### config.mk
export PLATFORM = sky130hd
export DESIGN_NAME = uart_tx_sched_flat
export DESIGN_NICKNAME = d
export VERILOG_FILES = /design/src/rtl/uart_tx_sched_pkg.sv /design/src/rtl/uart_tx_sched_if.sv /design/src/rtl/sync_fifo.sv /design/src/rtl/uart_tx_sched.sv /design/src/flat_wrapper.sv
export SDC_FILE = /design/constraint.sdc
export NUM_CORES = 1
export LEC_CHECK = 0
export ABC_CLOCK_PERIOD_IN_PS = 2800
export CAP_MARGIN = 25
export CELL_PAD_IN_SITES_DETAIL_PLACEMENT = 0
export CELL_PAD_IN_SITES_GLOBAL_PLACEMENT = 2
export CORE_ASPECT_RATIO = 1.2
export CORE_MARGIN = 2
export CORE_UTILIZATION = 39
export DETAILED_ROUTE_END_ITERATION = 12
export GPL_TIMING_DRIVEN = 0
export PLACE_DENSITY_LB_ADDON = 0.12
export SLEW_MARGIN = 20
export SYNTH_ARGS = -nofsm -noshare
export SYNTH_HDL_FRONTEND = slang
export SYNTH_SLANG_ARGS = --single-unit
### constraint.sdc
create_clock -name clk -period 2.8 [get_ports clk]
set_clock_uncertainty 0.05 [all_clocks]
set_input_delay 0.56 -clock clk [delete_from_list [all_inputs] [get_ports clk]]
set_output_delay 0.56 -clock clk [all_outputs]
set_load 0.01 [all_outputs]
### src/rtl/uart_tx_sched_pkg.sv
// uart_tx_sched shared definitions.
// FSM state encodings and the UART data address decode.
package uart_tx_sched_pkg;

    typedef enum logic [2:0] {
        IDLE      = 3'd0,
        ISSUE     = 3'd1,
        WAIT_ACK  = 3'd2,
        WAIT_DONE = 3'd3,
        GAP       = 3'd4
    } tx_state_t;

    localparam logic [31:0] UART_DATA_ADDR = 32'h1000_0000;

    // cpu_top forms wr_en from the ex-stage store decode with this.
    function automatic logic is_uart_store(
        input logic [31:0] addr,
        input logic        is_store
    );
        return is_store && (addr == UART_DATA_ADDR);
    endfunction

endpackage

### src/rtl/uart_tx_sched_if.sv
// uart_tx_sched bus: CPU store side, transmitter side, status.
// master = CPU/transmitter environment, slave = scheduler.
interface uart_tx_sched_if #(
    parameter int PTR_W = 4,
    parameter int OVF_W = 16
);
    logic             wr_en;
    logic [7:0]       wr_data;
    logic             flush;
    logic             clr_ovf;
    logic             tx_busy;
    logic             tx_start;
    logic [7:0]       tx_data;
    logic [PTR_W:0]   level;
    logic             full;
    logic             empty;
    logic [OVF_W-1:0] ovf_cnt;

    modport master (
        output wr_en, wr_data, flush, clr_ovf, tx_busy,
        input  tx_start, tx_data, level, full, empty, ovf_cnt
    );

    modport slave (
        input  wr_en, wr_data, flush, clr_ovf, tx_busy,
        output tx_start, tx_data, level, full, empty, ovf_cnt
    );
endinterface

### src/rtl/sync_fifo.sv
// Synchronous FIFO with level counter and flush.
// Full/empty come from the registered level, not pointer compare.
module sync_fifo #(
    parameter int DEPTH = 16,
    parameter int WIDTH = 8,
    parameter int PTR_W = $clog2(DEPTH)
) (
    input  logic             clk,
    input  logic             rst,
    input  logic             push,
    input  logic             pop,
    input  logic             flush,
    input  logic [WIDTH-1:0] din,
    output logic [WIDTH-1:0] dout,
    output logic [PTR_W:0]   level,
    output logic             full,
    output logic             empty
);
    localparam logic [PTR_W:0] FULL_LVL = DEPTH[PTR_W:0];

    logic [WIDTH-1:0] mem [DEPTH];
    logic [PTR_W-1:0] wr_ptr;
    logic [PTR_W-1:0] rd_ptr;
    logic [PTR_W:0]   level_q;
    logic             do_push;
    logic             do_pop;

    assign full    = (level_q == FULL_LVL);
    assign empty   = (level_q == '0);
    assign level   = level_q;
    assign dout    = mem[rd_ptr];
    assign do_push = push && !full && !flush;
    assign do_pop  = pop && !empty && !flush;

    // Storage write at the tail.
    always_ff @(posedge clk) begin
        if (do_push) begin
            mem[wr_ptr] <= din;
        end
    end

    // Pointers wrap naturally; level tracks push/pop balance.
    always_ff @(posedge clk) begin
        if (rst || flush) begin
            wr_ptr  <= '0;
            rd_ptr  <= '0;
            level_q <= '0;
        end else begin
            if (do_push) begin
                wr_ptr <= wr_ptr + 1'b1;
            end
            if (do_pop) begin
                rd_ptr <= rd_ptr + 1'b1;
            end
            if (do_push && !do_pop) begin
                level_q <= level_q + 1'b1;
            end else if (do_pop && !do_push) begin
                level_q <= level_q - 1'b1;
            end
        end
    end

endmodule

### src/rtl/uart_tx_sched.sv
// UART transmit scheduler: buffers CPU stores, issues
// one byte per frame to the transmitter, counts drops.
module uart_tx_sched
    import uart_tx_sched_pkg::*;
#(
    parameter int DEPTH      = 16,
    parameter int PTR_W      = 4,
    parameter int GAP_CYCLES = 0,
    parameter int OVF_W      = 16
) (
    input  logic          clk,
    input  logic          rst,
    uart_tx_sched_if.slave bus
);
    localparam int GAP_W = (GAP_CYCLES > 1) ? $clog2(GAP_CYCLES) : 1;

    tx_state_t        state_q;
    tx_state_t        state_d;
    logic [GAP_W-1:0] gap_q;
    logic [GAP_W-1:0] gap_d;
    logic             ack_q;
    logic             ack_d;
    logic [7:0]       tx_data_q;
    logic [OVF_W-1:0] ovf_q;
    logic [7:0]       fifo_dout;
    logic             fifo_full;
    logic             fifo_empty;
    logic             pop;
    logic             drop;

    assign pop  = (state_q == IDLE) && !fifo_empty
                  && !bus.tx_busy && !bus.flush;
    assign drop = bus.wr_en && fifo_full && !bus.flush;

    sync_fifo #(
        .DEPTH (DEPTH),
        .WIDTH (8),
        .PTR_W (PTR_W)
    ) u_fifo (
        .clk   (clk),
        .rst   (rst),
        .push  (bus.wr_en),
        .pop   (pop),
        .flush (bus.flush),
        .din   (bus.wr_data),
        .dout  (fifo_dout),
        .level (bus.level),
        .full  (fifo_full),
        .empty (fifo_empty)
    );

    assign bus.full     = fifo_full;
    assign bus.empty    = fifo_empty;
    assign bus.tx_start = (state_q == ISSUE);
    assign bus.tx_data  = tx_data_q;
    assign bus.ovf_cnt  = ovf_q;

    // State, gap counter and ack timer registers.
    always_ff @(posedge clk) begin
        if (rst) begin
            state_q <= IDLE;
            gap_q   <= '0;
            ack_q   <= 1'b0;
        end else begin
            state_q <= state_d;
            gap_q   <= gap_d;
            ack_q   <= ack_d;
        end
    end

    // Next-state: issue, wait for busy ack, wait frame end, gap.
    always_comb begin
        state_d = state_q;
        gap_d   = gap_q;
        ack_d   = ack_q;
        unique case (state_q)
            IDLE: begin
                if (pop) begin
                    state_d = ISSUE;
                end
            end
            ISSUE: begin
                state_d = WAIT_ACK;
                ack_d   = 1'b0;
            end
            WAIT_ACK: begin
                if (bus.tx_busy) begin
                    state_d = WAIT_DONE;
                end else if (ack_q) begin
                    state_d = IDLE;
                end else begin
                    ack_d = 1'b1;
                end
            end
            WAIT_DONE: begin
                if (!bus.tx_busy) begin
                    if (GAP_CYCLES > 0) begin
                        state_d = GAP;
                        gap_d   = GAP_W'(GAP_CYCLES - 1);
                    end else begin
                        state_d = IDLE;
                    end
                end
            end
            GAP: begin
                if (gap_q == '0) begin
                    state_d = IDLE;
                end else begin
                    gap_d = gap_q - 1'b1;
                end
            end
            default: begin
                state_d = IDLE;
            end
        endcase
    end

    // Head byte captured on pop, held until the next pop.
    always_ff @(posedge clk) begin
        if (rst) begin
            tx_data_q <= '0;
        end else if (pop) begin
            tx_data_q <= fifo_dout;
        end
    end

    // Saturating drop counter; a clear still counts a same-cycle drop.
    always_ff @(posedge clk) begin
        if (rst) begin
            ovf_q <= '0;
        end else if (bus.clr_ovf) begin
            ovf_q <= drop ? OVF_W'(1) : '0;
        end else if (drop && (ovf_q != '1)) begin
            ovf_q <= ovf_q + 1'b1;
        end
    end

endmodule

### src/flat_wrapper.sv
// flat-port wrapper written by rule: the top's interface ports become plain ports
module uart_tx_sched_flat import uart_tx_sched_pkg::*;
#(
    parameter int DEPTH      = 16,
    parameter int PTR_W      = 4,
    parameter int GAP_CYCLES = 0,
    parameter int OVF_W      = 16
)
  (clk, rst, bus_wr_en, bus_wr_data, bus_flush, bus_clr_ovf, bus_tx_busy, bus_tx_start, bus_tx_data, bus_level, bus_full, bus_empty, bus_ovf_cnt);
  uart_tx_sched_if #(.PTR_W(PTR_W), .OVF_W(OVF_W)) bus_i ();
  input  logic clk;
  input  logic rst;
  input wire logic [$bits(bus_i.wr_en)-1:0] bus_wr_en;
  input wire logic [$bits(bus_i.wr_data)-1:0] bus_wr_data;
  input wire logic [$bits(bus_i.flush)-1:0] bus_flush;
  input wire logic [$bits(bus_i.clr_ovf)-1:0] bus_clr_ovf;
  input wire logic [$bits(bus_i.tx_busy)-1:0] bus_tx_busy;
  output wire logic [$bits(bus_i.tx_start)-1:0] bus_tx_start;
  output wire logic [$bits(bus_i.tx_data)-1:0] bus_tx_data;
  output wire logic [$bits(bus_i.level)-1:0] bus_level;
  output wire logic [$bits(bus_i.full)-1:0] bus_full;
  output wire logic [$bits(bus_i.empty)-1:0] bus_empty;
  output wire logic [$bits(bus_i.ovf_cnt)-1:0] bus_ovf_cnt;
  assign bus_i.wr_en = bus_wr_en;
  assign bus_i.wr_data = bus_wr_data;
  assign bus_i.flush = bus_flush;
  assign bus_i.clr_ovf = bus_clr_ovf;
  assign bus_i.tx_busy = bus_tx_busy;
  assign bus_tx_start = bus_i.tx_start;
  assign bus_tx_data = bus_i.tx_data;
  assign bus_level = bus_i.level;
  assign bus_full = bus_i.full;
  assign bus_empty = bus_i.empty;
  assign bus_ovf_cnt = bus_i.ovf_cnt;
  uart_tx_sched #(.DEPTH(DEPTH), .PTR_W(PTR_W), .GAP_CYCLES(GAP_CYCLES), .OVF_W(OVF_W)) u_core (.clk(clk), .rst(rst), .bus(bus_i));
endmodule
==> reports/summary.txt <==
outcome -> finished clean
Slew headroom -> 0.396
Power per Cell Area -> 634 mW/mm²
multi-input logic area -> 0.00225 mm²
routed length per instance -> 20.1 µm
Starting Density -> 0.397
die height -> 150 µm
Routed Antenna Nets -> 0
FILL cells -> 1,523
clk buf depth -> 2
Cell Area, Synth -> 0.00695 mm²
VDD IR-drop max -> 0.536 mV
1st-pass router iterations -> 4
die width -> 126 µm
Fmax achieved -> 358 MHz
post-synthesis register bit count -> 168
Max Cap Violations -> 0
Yosys cell types -> 46
Final Hold Vio Count -> 0
Post-DP HPWL -> 10,000 µm
Total Routed Length -> 15,100 µm
Synth-to-Final Area Change -> 21.7%
initial antenna violation count -> 0
Final Critical Period -> 2.79 ns
GR Overflow Total -> 0
syn nets -> 466
Root Buffer -> clkbuf_16
Worst Setup End Kind -> flip-flop
Cells after Synth -> 440
Post-synth top flop -> edfxtp_1
clk_lat worst skew -> 0.42 ns
die area -> 0.0189 mm²
Worst Setup Path Type -> reg2reg
largest net degree at the start of global routing -> 19
Hold Crit Class -> reg2reg
routability cong. -> 0.718
CORE AREA -> 0.0175 mm²
crit share post-route -> 0.996
sequential area share after synthesis -> 0.668
number of flops mapped to enable cells by yosys -> 128
unrepaired setup endpoints after global routing -> yes
Ports -> 46
final setup vio count -> 0
Initial DRC Count -> 246
max-slew violations -> 0
CP arrival -> 3.11 ns
PnR Total Power -> 5.36 mW
FF+latch area -> 0.00466 mm²
hold_buf cts -> 0
CP Launch Type -> flip-flop
via count -> 3,942
Worst Path Required -> 3.12 ns
row count -> 53
drt drc -> 0
Syn Area/Cell -> 15.8 µm²
CTS clock-pin slew for the worst setup and hold paths -> 0.07 ns
ys async rst share -> 0
final core utilization -> 0.483
vias per std cell -> 5.26
n_diodes -> 0
leakage -> 2.64 nW
critical path peak fanout -> 5
share of cells above drive strength 1 -> 0.216
CTS H-tree lvls -> 4
CTS buffer count -> 17
vias in the first global route -> 4,008
first-pass GRT wire length -> 23,200 µm
Warnings, synthesis -> 0
PortBufs -> 45
CTS tree -> yes
total clock sinks -> 168
NumNets Final -> 542
Worst Tran Pin Value -> 0.903 ns
Total Routing Usage GR -> 0.167
## cells by family (layout without fill, tap and decap cells)
kind of cell | count (synthesis) | in the layout | share of synthesized area
flip-flops | 168 | 168 | 0.668
AND/OR/NAND/NOR | 120 | 120 | 0.0979
multiplexers | 50 | 50 | 0.130
AO/OA/AOI/OAI | 38 | 38 | 0.0378
buffers and inverters | 32 | 121 | 0.0187
XOR/XNOR | 20 | 20 | 0.0252
adder cells (fa/ha/maj) | 12 | 12 | 0.0227
## cells in the mapped netlist (all sizes together), types with 2 or more instances
library cell	count	area (µm²)
edfxtp	128	3840
nor2	48	180
dfxtp	40	801
mux4	32	721
mux2i	18	180
a21oi	16	87.6
xnor2	15	131
nand2	13	48.8
clkbuf	12	45.0
ha	11	138
buf	10	47.6
inv	10	37.5
nand3	9	55.1
nand3b	8	60.1
o221ai	8	70.1
nor3	7	35.0
nor4	7	86.3
o21ai	7	46.3
nand2b	5	31.3
nand4	5	31.3
xor2	5	43.8
or3	4	25.0
a211oi	3	27.5
and4	2	17.5
nor2b	2	12.5
or2	2	12.5
or3b	2	17.5
or4	2	18.8
## registers in the layout, indices dropped and copies added, names as in the netlist
register,flops
u_core.u_fifo.mem,128
u_core.u_fifo.rd_ptr,4
u_core.bus.ovf_cnt,16
u_core.ack_q,1
u_core.u_fifo.level,5
u_core.bus.tx_data,8
u_core.state_q,2
u_core.u_fifo.wr_ptr,4
## placed cells by master (no fill, tap or decap), types with 5 or more instances in the layout
cell type	count
o21ai_0	6
clkbuf_16	17
edfxtp_1	128
clkdlybuf4s50_1	44
dfxtp_1	37
inv_8	7
nand3b_1	8
nand4_1	5
clkbuf_1	12
nand2b_1	5
mux4_2	32
inv_1	9
nand3_1	7
xnor2_1	15
o221ai_1	8
buf_2	7
a21oi_1	14
ha_1	9
xor2_1	5
mux2i_1	18
nand2_1	13
nor2_1	48
buf_4	12
## critical path, cell delays in order, from the launching register on
cell	delay (ns)
dfxtp_4	0.34
or4_4	0.55
o21ai_4	0.19
buf_6	0.13
ha_4	0.16
inv_6	0.05
ha_4	0.21
nor2b_4	0.12
o21a_1	0.18
or4_4	0.43
a211oi_2	0.20
a31o_2	0.12
## path summary, 6_finish.rpt
path,end,cells past startpoint,start,slack [ns]
worst max-delay path,u_core.u_fifo.level[4],11,u_core.u_fifo.level[0],0.01
worst max register to register,u_core.u_fifo.level[4],11,u_core.u_fifo.level[0],0.01
worst min-delay path,u_core.ack_q,2,u_core.ack_q,0.45
worst min register to register,u_core.ack_q,2,u_core.ack_q,0.45
## per-stage QoR
step / setup slack [ns] / instance area [µm²] / instances / TNS, ns / hold slack, ns
2_1_floorplan: -0.0294 / 7000 / 440 / -0.0294 / 0.410
3_3_place_gp: -0.840 / 7730 / 705 / -47.36 / 0.419
3_5_place_dp: -0.518 / 7760 / 707 / -33.45 / 0.438
4_1_cts: -0.00847 / 8430 / 746 / -0.00847 / 0.450
5_1_grt: -0.0840 / 8460 / 749 / -0.0840 / 0.474
6_report: 0.00992 / 8460 / 749 / 0 / 0.451
## report_power, final
part	total (mW)	switching [mW]	internal [mW]	leakage (nW)
logic	0.283	0.152	0.132	0.868
clock network	2.37	1.08	1.28	0.294
registers	2.71	0.0135	2.70	1.48
total	5.36	1.25	4.11	2.64
## final cells by class
cell class,instances,area share
Sequential cell,168,0.550
Multi-Input combinational cell,240,0.265
Timing Repair Buffer,57,0.0637
Clock buffer,17,0.0503
Tap cell,220,0.0325
Clock inverter,15,0.0209
Buffer,22,0.0117
Inverter,10,0.00503
## what timing repair did
action,in CTS,in global routing
gates resized for setup,4,2
buffers inserted,7,3
setup endpoints to repair,1,1
pin swaps,4,2
## routing by layer
metal  up-vias  GRT usage  wire [µm]
met5         -          0          0
met4         0     0.0582        259
met3        18     0.0348        603
met2        92      0.286       7620
met1      1984      0.212       6580
li1       1848          -          -
No activity file was read; power rests on OpenSTA's default activity.
